**src/rtl/dmem_arb_pkg.sv**
```systemverilog
// dmem_arb_pkg: shared types and defaults for the data-RAM arbiter.
// Holds the FSM states, read-return owner encoding and starvation limit.
package dmem_arb_pkg;

   typedef enum logic {
      ARB,
      FORCE
   } arb_state_t;

   typedef enum logic [1:0] {
      NONE,
      CORE,
      EXT
   } owner_t;

   localparam int STARVE_LIMIT_DEF = 8;

endpackage

```
**src/rtl/dmem_arb_starve_cnt.sv**
```systemverilog
// dmem_arb_starve_cnt: saturating count of denied external cycles.
// hit flags the last denied cycle before a forced grant.
module dmem_arb_starve_cnt
   import dmem_arb_pkg::*;
#(
   parameter int LIMIT = STARVE_LIMIT_DEF
) (
   input  logic clk,
   input  logic rst_n,
   input  logic inc,
   input  logic clr,
   output logic hit
);

   localparam logic [7:0] LIM = 8'(LIMIT);

   logic [7:0] cnt_q;

   always_ff @(posedge clk) begin
      if (!rst_n) begin
         cnt_q <= '0;
      end else if (clr) begin
         cnt_q <= '0;
      end else if (inc && cnt_q != LIM) begin
         cnt_q <= cnt_q + 8'd1;
      end
   end

   assign hit = (cnt_q == LIM - 8'd1);

endmodule

```
**src/rtl/dmem_arbiter.sv**
```systemverilog
// dmem_arbiter: shares the data RAM between the core and an external port.
// Statistics counters are built only when DMEM_ARB_STATS_EN is defined.
module dmem_arbiter
   import dmem_arb_pkg::*;
#(
   parameter int data_size    = 1024,
   parameter int address_size = 32,
   parameter int STARVE_LIMIT = STARVE_LIMIT_DEF
) (
   input  logic                          CLK,
   input  logic                          RESET_N,
   input  logic [address_size-1:0]       c_daddr,
   input  logic [address_size-1:0]       c_ddata_w,
   input  logic                          c_MemRead,
   input  logic                          c_MemWrite,
   output logic [address_size-1:0]       c_ddata_r,
   output logic                          c_stall,
   input  logic                          e_req,
   input  logic                          e_we,
   input  logic [address_size-1:0]       e_addr,
   input  logic [address_size-1:0]       e_wdata,
   output logic                          e_gnt,
   output logic                          e_rvalid,
   output logic [address_size-1:0]       e_rdata,
   output logic [$clog2(data_size)-1:0]  m_address,
   output logic [address_size-1:0]       m_data,
   output logic                          m_wren,
   output logic                          m_wread,
   input  logic [address_size-1:0]       m_salida,
   output logic [15:0]                   stat_ext_grants,
   output logic [15:0]                   stat_stalls
);

   localparam int AW = $clog2(data_size);

   arb_state_t              state_q, state_d;
   owner_t                  owner, rd_owner_q;
   logic                    c_req, hit;
   logic [address_size-1:0] owner_addr;
   logic                    addr_unused;

   assign c_req = c_MemRead | c_MemWrite;

   // Outputs are held quiet while reset is low so no stale strobe escapes.
   always_comb begin
      owner   = NONE;
      e_gnt   = 1'b0;
      c_stall = 1'b0;
      if (RESET_N) begin
         priority case (1'b1)
            state_q == FORCE: begin
               owner   = EXT;
               e_gnt   = 1'b1;
               c_stall = c_req;
            end
            c_req: owner = CORE;
            e_req: begin
               owner = EXT;
               e_gnt = 1'b1;
            end
            default: owner = NONE;
         endcase
      end
   end

   always_comb begin
      owner_addr = '0;
      m_data     = '0;
      m_wren     = 1'b0;
      m_wread    = 1'b0;
      unique case (owner)
         CORE: begin
            owner_addr = c_daddr;
            m_data     = c_ddata_w;
            m_wren     = c_MemWrite;
            m_wread    = c_MemRead & ~c_MemWrite;
         end
         EXT: begin
            owner_addr = e_addr;
            m_data     = e_wdata;
            m_wren     = e_req & e_we;
            m_wread    = e_req & ~e_we;
         end
         default: owner_addr = '0;
      endcase
   end

   assign m_address   = owner_addr[AW+1:2];
   assign addr_unused = ^{owner_addr[address_size-1:AW+2],
                          owner_addr[1:0]};

   always_comb begin
      state_d = ARB;
      if (state_q == ARB && e_req && !e_gnt && hit) begin
         state_d = FORCE;
      end
   end

   always_ff @(posedge CLK) begin
      if (!RESET_N) begin
         state_q    <= ARB;
         rd_owner_q <= NONE;
      end else begin
         state_q    <= state_d;
         rd_owner_q <= m_wread ? owner : NONE;
      end
   end

   dmem_arb_starve_cnt #(
      .LIMIT (STARVE_LIMIT)
   ) u_starve (
      .clk   (CLK),
      .rst_n (RESET_N),
      .inc   (e_req & ~e_gnt),
      .clr   (~e_req | e_gnt),
      .hit   (hit)
   );

   assign c_ddata_r = m_salida;
   assign e_rdata   = m_salida;
   assign e_rvalid  = RESET_N && (rd_owner_q == EXT);

`ifdef DMEM_ARB_STATS_EN
   always_ff @(posedge CLK) begin
      if (!RESET_N) begin
         stat_ext_grants <= '0;
         stat_stalls     <= '0;
      end else begin
         if (e_gnt && e_req && stat_ext_grants != 16'hFFFF) begin
            stat_ext_grants <= stat_ext_grants + 16'd1;
         end
         if (c_stall && stat_stalls != 16'hFFFF) begin
            stat_stalls <= stat_stalls + 16'd1;
         end
      end
   end
`else
   assign stat_ext_grants = '0;
   assign stat_stalls     = '0;
`endif

endmodule

```
**config.mk**
```make
export PLATFORM = sky130hd
export DESIGN_NAME = dmem_arbiter
export DESIGN_NICKNAME = d
export VERILOG_FILES = /design/src/rtl/dmem_arb_pkg.sv /design/src/rtl/dmem_arb_starve_cnt.sv /design/src/rtl/dmem_arbiter.sv
export SDC_FILE = /design/constraint.sdc
export NUM_CORES = 1
export LEC_CHECK = 0
export ABC_AREA = 0
export CORE_AREA = 3 3 120 122
export CTS_CLUSTER_SIZE = 24
export DETAILED_ROUTE_END_ITERATION = 6
export DIE_AREA = 0 0 123 125
export GPL_TIMING_DRIVEN = 0
export HOLD_SLACK_MARGIN = 0.06
export PLACE_DENSITY = 0.64
export SLEW_MARGIN = 5
export SYNTH_ARGS = -nofsm -noshare
export SYNTH_HDL_FRONTEND = slang
export SYNTH_SLANG_ARGS = --single-unit
```
**constraint.sdc**
```tcl
create_clock -name CLK -period 3.08 [get_ports CLK]
set_clock_uncertainty 0.2 [all_clocks]
set_input_delay 0.77 -clock CLK [delete_from_list [all_inputs] [get_ports CLK]]
set_output_delay 0.77 -clock CLK [all_outputs]
set_load 0.05 [all_outputs]
```
---- Yosys cells after proc, flatten, opt, wreduce, memory -nomap -nowiden ----
Index checks and enable logic that the tools add are counted.
storage, ports and cells
  register bits ........................... 11
  bits in latches ......................... 0
  memory bits (writable) .................. 0
  bits in read-only memories .............. 0
  bits of input ports ..................... 166
  output and inout bits ................... 143
  logic and storage cells ................. 44
  memories kept ........................... 0
cells by class
  add/sub/neg operators ................... 1
  $mul .................................... 0
  divide/modulo/power cells ............... 0
  order comparisons ....................... 0
  equal/unequal tests ..................... 5
  shifts and indexed selects .............. 0
  muxes and demuxes ....................... 15
  bitwise logic cells ..................... 12
  reduce and logical (&&, ||, !) cells .... 8
operator list
  cell                 count
  $pmux 32 s2          1
  $pmux 12 s2          1
  $add 8x1->8 const B  1
  $eq 8x3->1 const B   1
  $mux 2               4
  $ne 8x4->1 const B   1
  $mux 1               7
  $not 1->1            6
  $logic_and 1x1->1    5
  $and 1x1->1          4
  $eq 2x2->1 const B   2
  $pmux 1 s2           2
  $eq 2x1->1 const B   1
  $or 1x1->1           2
  $reduce_and 2->1     1
  $reduce_or 2->1      1
  $logic_not 1->1      1

---- Depth between registers and ports, before layout ----
Gate-level depths: netlist of the first run.
  depth in word-level cells ............... 8
  mapped depth ............................ 9
  mapped depth without buffers ............ 8

---- Modules after synthesis ----
Synthesis of the first run repeated with hierarchy kept, for this count alone.
unflattened totals
  cell total of the unflattened synthesis .. 272
  area, all modules ....................... 1953.1 um^2
by module, submodules not included
  module               instances  cells an instance  area each (um^2)  seq. area each (um^2)
  dmem_arbiter         1          222                1544.0            60.1
  dmem_arb_starve_cnt  1          50                 409.1             160.2

---- Worst setup path before layout of the first run ----
Ideal clock, no wire load.
  path type ............................... input -> output
  start ................................... input e_req
  end ..................................... output m_address[9]
  data arrival time ....................... 3.004 ns
  data required time ...................... 2.110 ns
  slack ................................... -0.894 ns
  stages on the path ...................... 9
  path buffers ............................ 2
  path through ............................ inv_1 -> nor3_1 -> o21ai_0 -> inv_1 -> ha_1 -> clkbuf_1 -> clkbuf_1 -> a22oi_1 -> nor2_1
between the ends
  cells in the longest elaborated chain, start to end .. 6
  elaborated cells on any way between the ends .. 7
  those cells by class .................... eq/ne (2); mux (5)
RTL lines
  what                                      RTL line            text
  start: declaration                        dmem_arbiter.sv:18  input logic e_req,
  $mux 2 (*) (3 in a row)                   dmem_arbiter.sv:50  priority case (1'b1)
  $mux 2 (*)                                dmem_arbiter.sv:49  if (RESET_N) begin
  $eq 2x2->1 or $eq 2x1->1 (tied branches)  dmem_arbiter.sv:71  unique case (owner)
  $pmux 12 s2 (*)                           dmem_arbiter.sv:71
  end: declaration                          dmem_arbiter.sv:25  output logic [$clog2(data_size)-1:0] m_address,
Every way passes the cells marked *; elsewhere a longest branch is shown, timed or not.

---- Worst setup path in the final report of the first run ----
  start ................................... input e_req
  end ..................................... output m_data[29]
between the ends
  cells in the longest elaborated chain, start to end .. 6
  elaborated cells on any way between the ends .. 7
  those cells by class .................... eq/ne (2); mux (5)
RTL lines
  what                                      RTL line            text
  $mux 2 (*) (3 in a row)                   dmem_arbiter.sv:50
  $mux 2 (*)                                dmem_arbiter.sv:49
  $eq 2x2->1 or $eq 2x1->1 (tied branches)  dmem_arbiter.sv:71
  $pmux 32 s2 (*)                           dmem_arbiter.sv:71
  end: declaration                          dmem_arbiter.sv:26  output logic [address_size-1:0] m_data,
Marks and branches as above.

==> results of run 1 <==
## logic make-up (layout without fill, tap and decap cells)
| kind of cell | count (synthesis) | in the layout | share of synthesized area (%) |
|---|---|---|---|
| other | 1 | 32 | 0.197 |
| and+or+nand+nor | 74 | 74 | 18.0 |
| xor gates and xnor gates | 4 | 4 | 1.84 |
| DFF | 11 | 11 | 11.6 |
| buffers and inverters | 117 | 342 | 42.1 |
| adders and majority gates | 4 | 4 | 2.64 |
| AOI/OAI and AO/OA | 56 | 56 | 23.1 |
| muxes | 1 | 1 | 0.527 |
## synthesized netlist by cell type (all sizes together) (2+ instances only)
| cell type | count | area share (%) |
|---|---|---|
| ha | 4 | 2.6 |
| a22oi | 42 | 17 |
| nand3 | 5 | 1.6 |
| a21oi | 5 | 1.3 |
| dfxtp | 11 | 12 |
| nor2 | 52 | 10 |
| nor2b | 2 | 0.66 |
| xnor2 | 2 | 0.92 |
| nor3 | 2 | 0.53 |
| nand3b | 3 | 1.2 |
| a32oi | 2 | 0.92 |
| clkbuf | 15 | 3.0 |
| inv | 6 | 1.2 |
| buf | 96 | 38 |
| nand2 | 3 | 0.72 |
| xor2 | 2 | 0.92 |
| o21ai | 2 | 0.53 |
## repair_timing
item,in CTS,in global routing
endpoints found under the setup margin,47,44
buffers inserted,8,2
pin swaps,78,40
resized for setup,384,10
hold buffers,0,0
cloned,11,1
## routing by layer
| layer | GRT usage, % | vias up | wire length, µm | share of wire (%) |
|---|---|---|---|---|
| met5 | 0 | - | 0 | 0 |
| met4 | 0.977 | 0 | 25 | 0.25 |
| met3 | 3.03 | 2 | 1110 | 11 |
| met2 | 23.8 | 147 | 5430 | 54 |
| met1 | 13.0 | 1211 | 3460 | 34 |
| li1 | - | 1304 | - | - |
## registers in the layout (all words and copies together), names as in the netlist
signal          cells
rd_owner_q          2
state_q             1
u_starve.cnt_q      8
## worst reg2reg max path: cells and delay by family, from the launching register on
| family | cells | cell delay (ps) |
|---|---|---|
| adder cells (fa/ha/maj) | 1 | 190 |
| AND/OR/NAND/NOR | 2 | 290 |
| flip-flops | 1 | 370 |
| AO/OA/AOI/OAI | 2 | 440 |
| buffers and inverters | 1 | 160 |
## power by group
part	switching [mW]	leakage (nW)	internal (mW)
logic	0.556	2.11	0.456
registers	0.000776	0.0887	0.144
clock network	0.0642	0.0382	0.174
## placed cells by master (no fill, tap or decap), drive strengths merged, types with 3 or more instances in the layout
cell type	count
inv	5
a22oi	42
nand2	3
nand3b	3
clkbuf	27
a21oi	5
conb	32
buf	157
ha	4
clkdlybuf4s50	151
nor2	52
dfxtp	11
nand3	5
## per-stage QoR
stage	area, µm²	TNS [ps]	total power [mW]	utilization, %
2_1_floorplan	2760	-70.2	0.756	-
3_3_place_gp	4980	-71890	1.04	37.4
3_5_place_dp	4980	-74260	1.04	37.4
4_1_cts	5600	-2800	1.39	42.1
5_1_grt	5660	-2710	1.45	42.6
6_report	5660	-160	1.39	42.6
## path summary, 6_finish.rpt
path | endpoint
min | state_q
min reg2reg | state_q
max | m_data[29]
max reg2reg | rd_owner_q[1]
## cell type report
cell class,instances,area (µm²),area share (%)
repair buffers,222,2420,42.8
inverters,6,28.8,0.508
plain buffers,110,1070,18.9
flip-flops and latches,11,220,3.89
multi-input cells,171,1620,28.6
well taps,176,220,3.89
clock buffers,4,78.8,1.39
==> results.toml, run 1 <==
[run_status]
status = "finished, violations left"
violations = "negative setup slack"

[sta]
fin_ws_ps = -26.1
slew_headroom_pct = 64.4
worst_pin_slew_ps = 536
hold_violations = 0
finalSetupViolations = 18
period_share_pct = 101
rsz0062_at_grt = "yes"
fmax_ghz = 0.322
whs_ps = 360
fin_crit_ps = 3110
slew_viol_final = 0

[global_route]
antenna_found_initial = 0
grt_max_degree = 11
grt_pass1_wl_mm = 15.0
grt_util_all_layers_pct = 12.0
grt_remaining_overflow = 0
grt_pass1_vias = 2844

[route]
drt_wl_total_mm = 10.0
vias = 2664
wl_per_cell_um = 14.3
vias_per_cell = 3.81
first_iter_violations = 44
antenna_left = 0
drc = 0
drtPass1Iterations = 4

[setup_path]
path_class = "primary input to output pin"
crit_arrival_ps = 2140
r2r_start = "state_q"
path_max_fanout = 6
crit_top_cell = "clkbuf_16"
cpLargestDelayFamily = "buffers and inverters"
crit_cells = 10
required_ps = 2110
cp_slowest_cell = "a22oi_2"
crit_buf_inv = 5
cp-startpoint = "e_req"
reg2reg_slack_ps = 1370
start_kind = "primary input"
max_stage_delay_ps = 230
cp_cell_sequence = "buf_8 > clkinvlp_4 > nor3_4 > o21ai_4 > ha_4 > clkbuf_16 > clkbuf_16 > a22oi_2 > nor2_4 > buf_6"
crit_path_end_kind = "output pin"
reg2reg_depth = 6

[clock_tree]
cts.sinks = 11
clkLatencyLatePin_ps = 240
cts_buffers = 3
root_buffer = "clkbuf_16"
cts_max_level = 1
clock_path_buffers = 2
cts_tree = "done"
clk_pin_slew_worst_paths_ps = 40

[layout]
antenna_cells = 0
fin_nets = 695
nFillCells = 1281
syn2layout_area_growth_pct = 198
drive_gt1_share_pct = 54.6
finalNonFillerCells = 700

[logic_synthesis]
ys_seq_area_share_pct = 11.6
ys_ff_latch = 11
netlist_area_mm2 = 0.00190
syn_avg_cell_area_um2 = 7.09
synthFlopType = "dfxtp_1"
ys_async_sr_fraction_pct = 0
syn_inst = 268
synth_cell_types = 35
synth-edff-count = 0
yosysWarningCount = 0

[min_path]
min_path_type = "flip-flop to flip-flop"
holdPathStages = 2
min-delay-start = "u_starve.cnt_q[2]"

[floorplan]
std_cell_rows = 42
ioPinCount = 309
die_area_mm2 = 0.0154
die_y_um = 125
start_util_pct = 14.3
core_region_area_mm2 = 0.0133
fp.dieW_um = 123

[placement]
portBuffers = 200
dp_hpwl_mm = 7.87
place_inst = 675
gp_congestion = 0.776
dpl_worst_slack_ps = -1720

[pwr]
leakage_nw = 2.24
power_density_mw_per_mm2 = 246
ir_drop_uv = 132

[flow_run]
drv_cap = 0
Note: power is estimated with default switching activity, not from simulation.
==> run 2: changes to the inputs <==
--- a/config.mk
+++ b/config.mk
@@ -6,6 +6,7 @@
 export NUM_CORES = 1
 export LEC_CHECK = 0
 export ABC_AREA = 0
+export CAP_MARGIN = 40
 export CORE_AREA = 3 3 120 122
 export CTS_CLUSTER_SIZE = 24
 export DETAILED_ROUTE_END_ITERATION = 6
==> constraint.sdc (replaced) <==
create_clock -name CLK -period 3 [get_ports CLK]
set_clock_uncertainty 0.2 [all_clocks]
set_input_delay 0.75 -clock CLK [delete_from_list [all_inputs] [get_ports CLK]]
set_output_delay 0.75 -clock CLK [all_outputs]
set_load 0.05 [all_outputs]
==> run 2 against run 1 <==
Net effect:
- the flow still finishes with violations (negative setup slack)
- first-iteration DRC count shrank 11%
- critical path depth is the same
- via count grew 0.38%
- worst setup slack lost 150 ps
- combinational power is essentially flat
- clock power grew 7%
- clock-buffer cell count shrank 1
==> results.toml, run 2 (synthesized netlist as in run 1, its figures left out) <==
[clock_tree]
clkLatencyLatePin_ps = 250
cts_tree = "done"
root_buffer = "clkbuf_16"
cts.sinks = 11
clock_path_buffers = 2
cts_buffers = 3
clk_pin_slew_worst_paths_ps = 40
cts_max_level = 1

[setup_path]
path_class = "primary input to output pin"
path_max_fanout = 7
crit_arrival_ps = 2230
start_kind = "primary input"
crit_path_end_kind = "output pin"
required_ps = 2050

[layout]
antenna_cells = 0
largest_reg_flops = 8
fin_nets = 700
final_cell_mix = "clkdlybuf4s50_1 (150), buf_4 (109), nor2_4 (44)"
final_common_cell = "clkdlybuf4s50_1"
fin_area_mm2 = 0.00570
drive_gt1_share_pct = 55.2
largest_register = "u_starve.cnt_q"
reg_top3 = "u_starve.cnt_q x8, rd_owner_q x2, state_q x1"
fin_util_pct = 42.9
syn2layout_area_growth_pct = 200

[sta]
slew_headroom_pct = 65.7
fin_crit_ps = 3180
slew_viol_final = 0
period_share_pct = 106
fin_ws_ps = -180
whs_ps = 369
rsz0062_at_grt = "yes"
finalSetupViolations = 44
worst_pin_slew_ps = 513
hold_violations = 0
fmax_ghz = 0.314

[route]
first_iter_violations = 39
vias = 2674
met3_length_mm = 1.09
drtPass1Iterations = 4
wl_met2_mm = 5.35
wl_per_cell_um = 14.3
antenna_left = 0
vias_per_cell = 3.79
wl_met1_mm = 3.58
drc = 0
drt_wl_total_mm = 10.1
highest_layer = "met4"

[placement]
portBuffers = 200
dp_hpwl_mm = 7.72
gp_congestion = 0.777
place_area_mm2 = 0.00502

[floorplan]
fp.dieW_um = 123
core_region_area_mm2 = 0.0133
die_y_um = 125
start_util_pct = 14.3
ioPinCount = 309
std_cell_rows = 42
die_area_mm2 = 0.0154

[global_route]
grt_pass1_vias = 2736
grt_util_all_layers_pct = 11.6
grt_pass1_wl_mm = 14.4
antenna_found_initial = 0
grt_max_degree = 11
grt_remaining_overflow = 0

[pwr]
internal_power_mw = 0.786
ir_drop_uv = 191
pwr-share-comb_pct = 71.9
leakage_nw = 2.28
seqPwrFrac_pct = 10.3
p_switching_mw = 0.648
swShare_pct = 45.2
p_clk_share_pct = 17.7
power_density_mw_per_mm2 = 252

[run_status]
status = "finished, violations left"
violations = "negative setup slack"

[min_path]
min_path_type = "flip-flop to flip-flop"

[flow_run]
drv_cap = 0
==> run 2: cell count changes in the layout (fill, tap and decap cells not counted), moves of 2 or more <==
cell	before	now
buf_4	105	109
buf_12	0	3
buf_6	27	30
clkbuf_8	6	3
clkbuf_16	20	18
==> run 2: final cells by class <==
type	instances	area, µm²
Multi-Input combinational cell	171	1630
Fill cell	1286	7600
Tap cell	176	220
Buffer	110	1070
Clock buffer	3	75.1
Clock inverter	1	5.00
Timing Repair Buffer	227	2460
Inverter	6	28.8
Sequential cell	11	220
==> run 2: power by group through the flow <==
stage	Sequential [mW]	Clock [mW]	Combinational, mW
5_1_grt	0.148	0.265	1.07
3_5_place_dp	0.151	0	0.931
6_report	0.148	0.254	1.03
4_1_cts	0.148	0.260	1.02
2_1_floorplan	0.151	0	0.636
3_3_place_gp	0.151	0	0.924
==> run 2: timing repair <==
action                     in CTS  in global routing
gates resized for setup       381                 14
buffers inserted               14                  4
setup endpoints to repair      47                 45
cloned                          7                  2
hold buffers                    0                  0
pin swaps                      79                 43
==> run 2: worst max-delay path, stage by stage <==
cell       delay [ps]
buf_8             120
o21ai_4           190
nor2_4             50
buf_6             130
ha_4              160
clkbuf_16         180
clkbuf_16         170
a22oi_2           230
nor2_4             70
buf_8             150
==> run 2: stage by stage <==
step	TNS (ps)	worst slack (ps)	power, mW	std cells
after floorplan	-776	-22.7	0.787	299
after CTS	-6880	-180	1.43	699
after detailed placement	-76650	-1810	1.08	675
after global placement	-74320	-1760	1.07	675
final	-4870	-180	1.43	705
after global routing	-6860	-248	1.49	705
==> run 2: layer usage <==
metal / track usage (%) / vias to the layer above
met1: 12.7 / 1201
met5: 0 / -
met4: 1.56 / 0
li1: - / 1316
met3: 2.48 / 4
met2: 22.9 / 153
==> run 2: worst paths after layout <==
check / from / to / slack, ps / cells after the start
max: c_MemWrite / m_data[24] / -180 / 10
min: u_starve.cnt_q[6] / u_starve.cnt_q[6] / 370 / 2
max reg2reg: state_q / rd_owner_q[1] / 1180 / 8
min reg2reg: u_starve.cnt_q[6] / u_starve.cnt_q[6] / 370 / 2
==> run 3: changes to the inputs <==
--- a/config.mk
+++ b/config.mk
@@ -8,12 +8,14 @@
 export ABC_AREA = 0
 export CAP_MARGIN = 40
 export CORE_AREA = 3 3 120 122
+export CTS_BUF_LIST = sky130_fd_sc_hd__clkbuf_2
 export CTS_CLUSTER_SIZE = 24
 export DETAILED_ROUTE_END_ITERATION = 6
 export DIE_AREA = 0 0 123 125
 export GPL_TIMING_DRIVEN = 0
 export HOLD_SLACK_MARGIN = 0.06
 export PLACE_DENSITY = 0.64
+export REMOVE_ABC_BUFFERS = 1
 export SLEW_MARGIN = 5
 export SYNTH_ARGS = -nofsm -noshare
 export SYNTH_HDL_FRONTEND = slang
==> run 3 against run 2 <==
Net effect:
- via count shrank 20%
- routed wire length grew 21%
- largest power group unchanged
- core utilization shrank 16 points
- worst hold slack lost 8.6 ps
- sequential power is essentially flat
- non-clock buffer count shrank 177
- the run still ends with negative setup slack left
- critical endpoint is now m_wread
- highest routed layer is now met5
- worst setup slack gained 51 ps
- fmax grew 1.6%
- critical path depth is the same
- cell area shrank 38%
- first-iteration DRC count grew 110%
==> results.toml, run 3 (synthesized netlist as in run 1, its figures left out) <==
[pwr]
leakage_nw = 1.33
power_density_mw_per_mm2 = 225
ir_drop_uv = 95.2

[layout]
fin_nets = 523
final_cell_mix = "clkdlybuf4s50_1 (87), buf_6 (45), nor2_1 (36)"
syn2layout_area_growth_pct = 86.3
multi_input_area_mm2 = 0.00120
nFillCells = 1398
largest_reg_flops = 8
ff_latch_area_um2 = 220
drive_gt1_share_pct = 36.6
antenna_cells = 0
finalNonFillerCells = 528
reg_top3 = "u_starve.cnt_q x8, rd_owner_q x2, state_q x1"
largest_register = "u_starve.cnt_q"
fin_util_pct = 26.6
final_common_cell = "clkdlybuf4s50_1"

[global_route]
antenna_found_initial = 0
use_met2_pct = 24.2
grt_max_degree = 23
grt_util_all_layers_pct = 14.7
top_usage_layer = "met2"
grt_remaining_overflow = 0
grt_pass1_vias = 2356
grt.met1_usage_pct = 14.8
grtUsageMet3_pct = 11.5
grt_pass1_wl_mm = 16.0

[sta]
slew_viol_final = 0
period_share_pct = 104
finalSetupViolations = 39
rsz0062_at_grt = "yes"
hold_violations = 0
fin_ws_ps = -129
worst_pin_slew_ps = 505
fin_crit_ps = 3130
slew_headroom_pct = 66.2
whs_ps = 360
fmax_ghz = 0.320

[floorplan]
start_util_pct = 14.3
die_y_um = 125
core_region_area_mm2 = 0.0133
std_cell_rows = 42
die_area_mm2 = 0.0154
fp.dieW_um = 123
ioPinCount = 309

[clock_tree]
cts-hold-fix-buffers = 0
cts_tree = "done"
clk_pin_slew_worst_paths_ps = 110
root_buffer = "clkbuf_2"
cts_buffers = 3
clkLatencyLatePin_ps = 270
clock_path_buffers = 2
cts.sinks = 11
cts_max_level = 1

[route]
antenna_left = 0
drt_wl_total_mm = 12.2
drtPass1Iterations = 4
vias_per_cell = 4.07
vias = 2149
wl_per_cell_um = 23.0
drc = 0
first_iter_violations = 80

[setup_path]
start_kind = "primary input"
required_ps = 2050
crit_arrival_ps = 2180
crit_path_end_kind = "output pin"
path_class = "primary input to output pin"
path_max_fanout = 11

[placement]
dp_hpwl_mm = 8.80
gp_congestion = 0.781
portBuffers = 136
place_inst = 500

[run_status]
violations = "negative setup slack"
status = "finished, violations left"

[flow_run]
drv_cap = 0

[min_path]
min_path_type = "flip-flop to flip-flop"
## run 3: layout make-up
class                           count  area share [%]
Inverter                            6           0.778
Clock buffer                        4           0.566
Timing Repair Buffer              160            52.2
Multi-Input combinational cell    171            34.0
Sequential cell                    11            6.22
Tap cell                          176            6.22
## run 3: power breakdown
group | total, mW | switching [mW] | internal [mW] | leakage (nW)
Clock | 0.0871 | 0.0517 | 0.0354 | 0.0166
Sequential | 0.148 | 0.000852 | 0.147 | 0.0887
Combinational | 0.562 | 0.320 | 0.242 | 1.23
Total | 0.797 | 0.373 | 0.424 | 1.33
## run 3: layer usage
layer / up-vias / share of wire [%]
met5: - / 0.39
met4: 2 / 0.99
met3: 13 / 19
met2: 222 / 47
met1: 956 / 33
li1: 956 / -
## run 3: timing repair
action,CTS,global route
setup buffers,21,1
cloned,3,1
endpoints found under the setup margin,49,44
pin swaps,19,11
gates resized for setup,389,18
hold endpoints to repair,0,0
## run 3: worst max-delay path, stage by stage
cell and delay [ps]:
buf_8 100, inv_6 50, nor3_4 30, o21ai_2 190, buf_4 150, ha_4 210, buf_12 160, nand3b_1 120
a21oi_2 210, buf_6 190
## run 3: worst paths after layout
kind	cells after the start	startpoint	slack (ps)	to
max reg2reg	9	state_q	920	rd_owner_q[1]
min reg2reg	2	u_starve.cnt_q[2]	360	state_q
max	10	e_req	-130	m_wread
min	2	u_starve.cnt_q[2]	360	state_q
## run 3: per-stage QoR
stage	total power, mW	instance area (µm²)	setup TNS [ps]	setup slack [ps]
floorplan	0.399	1240	-54780	-1340
global placement	0.593	2820	-112240	-2660
detailed placement	0.597	2830	-86620	-2090
CTS	0.788	3470	-1260	-97.5
global route	0.830	3540	-4380	-196
finish	0.797	3540	-1650	-129
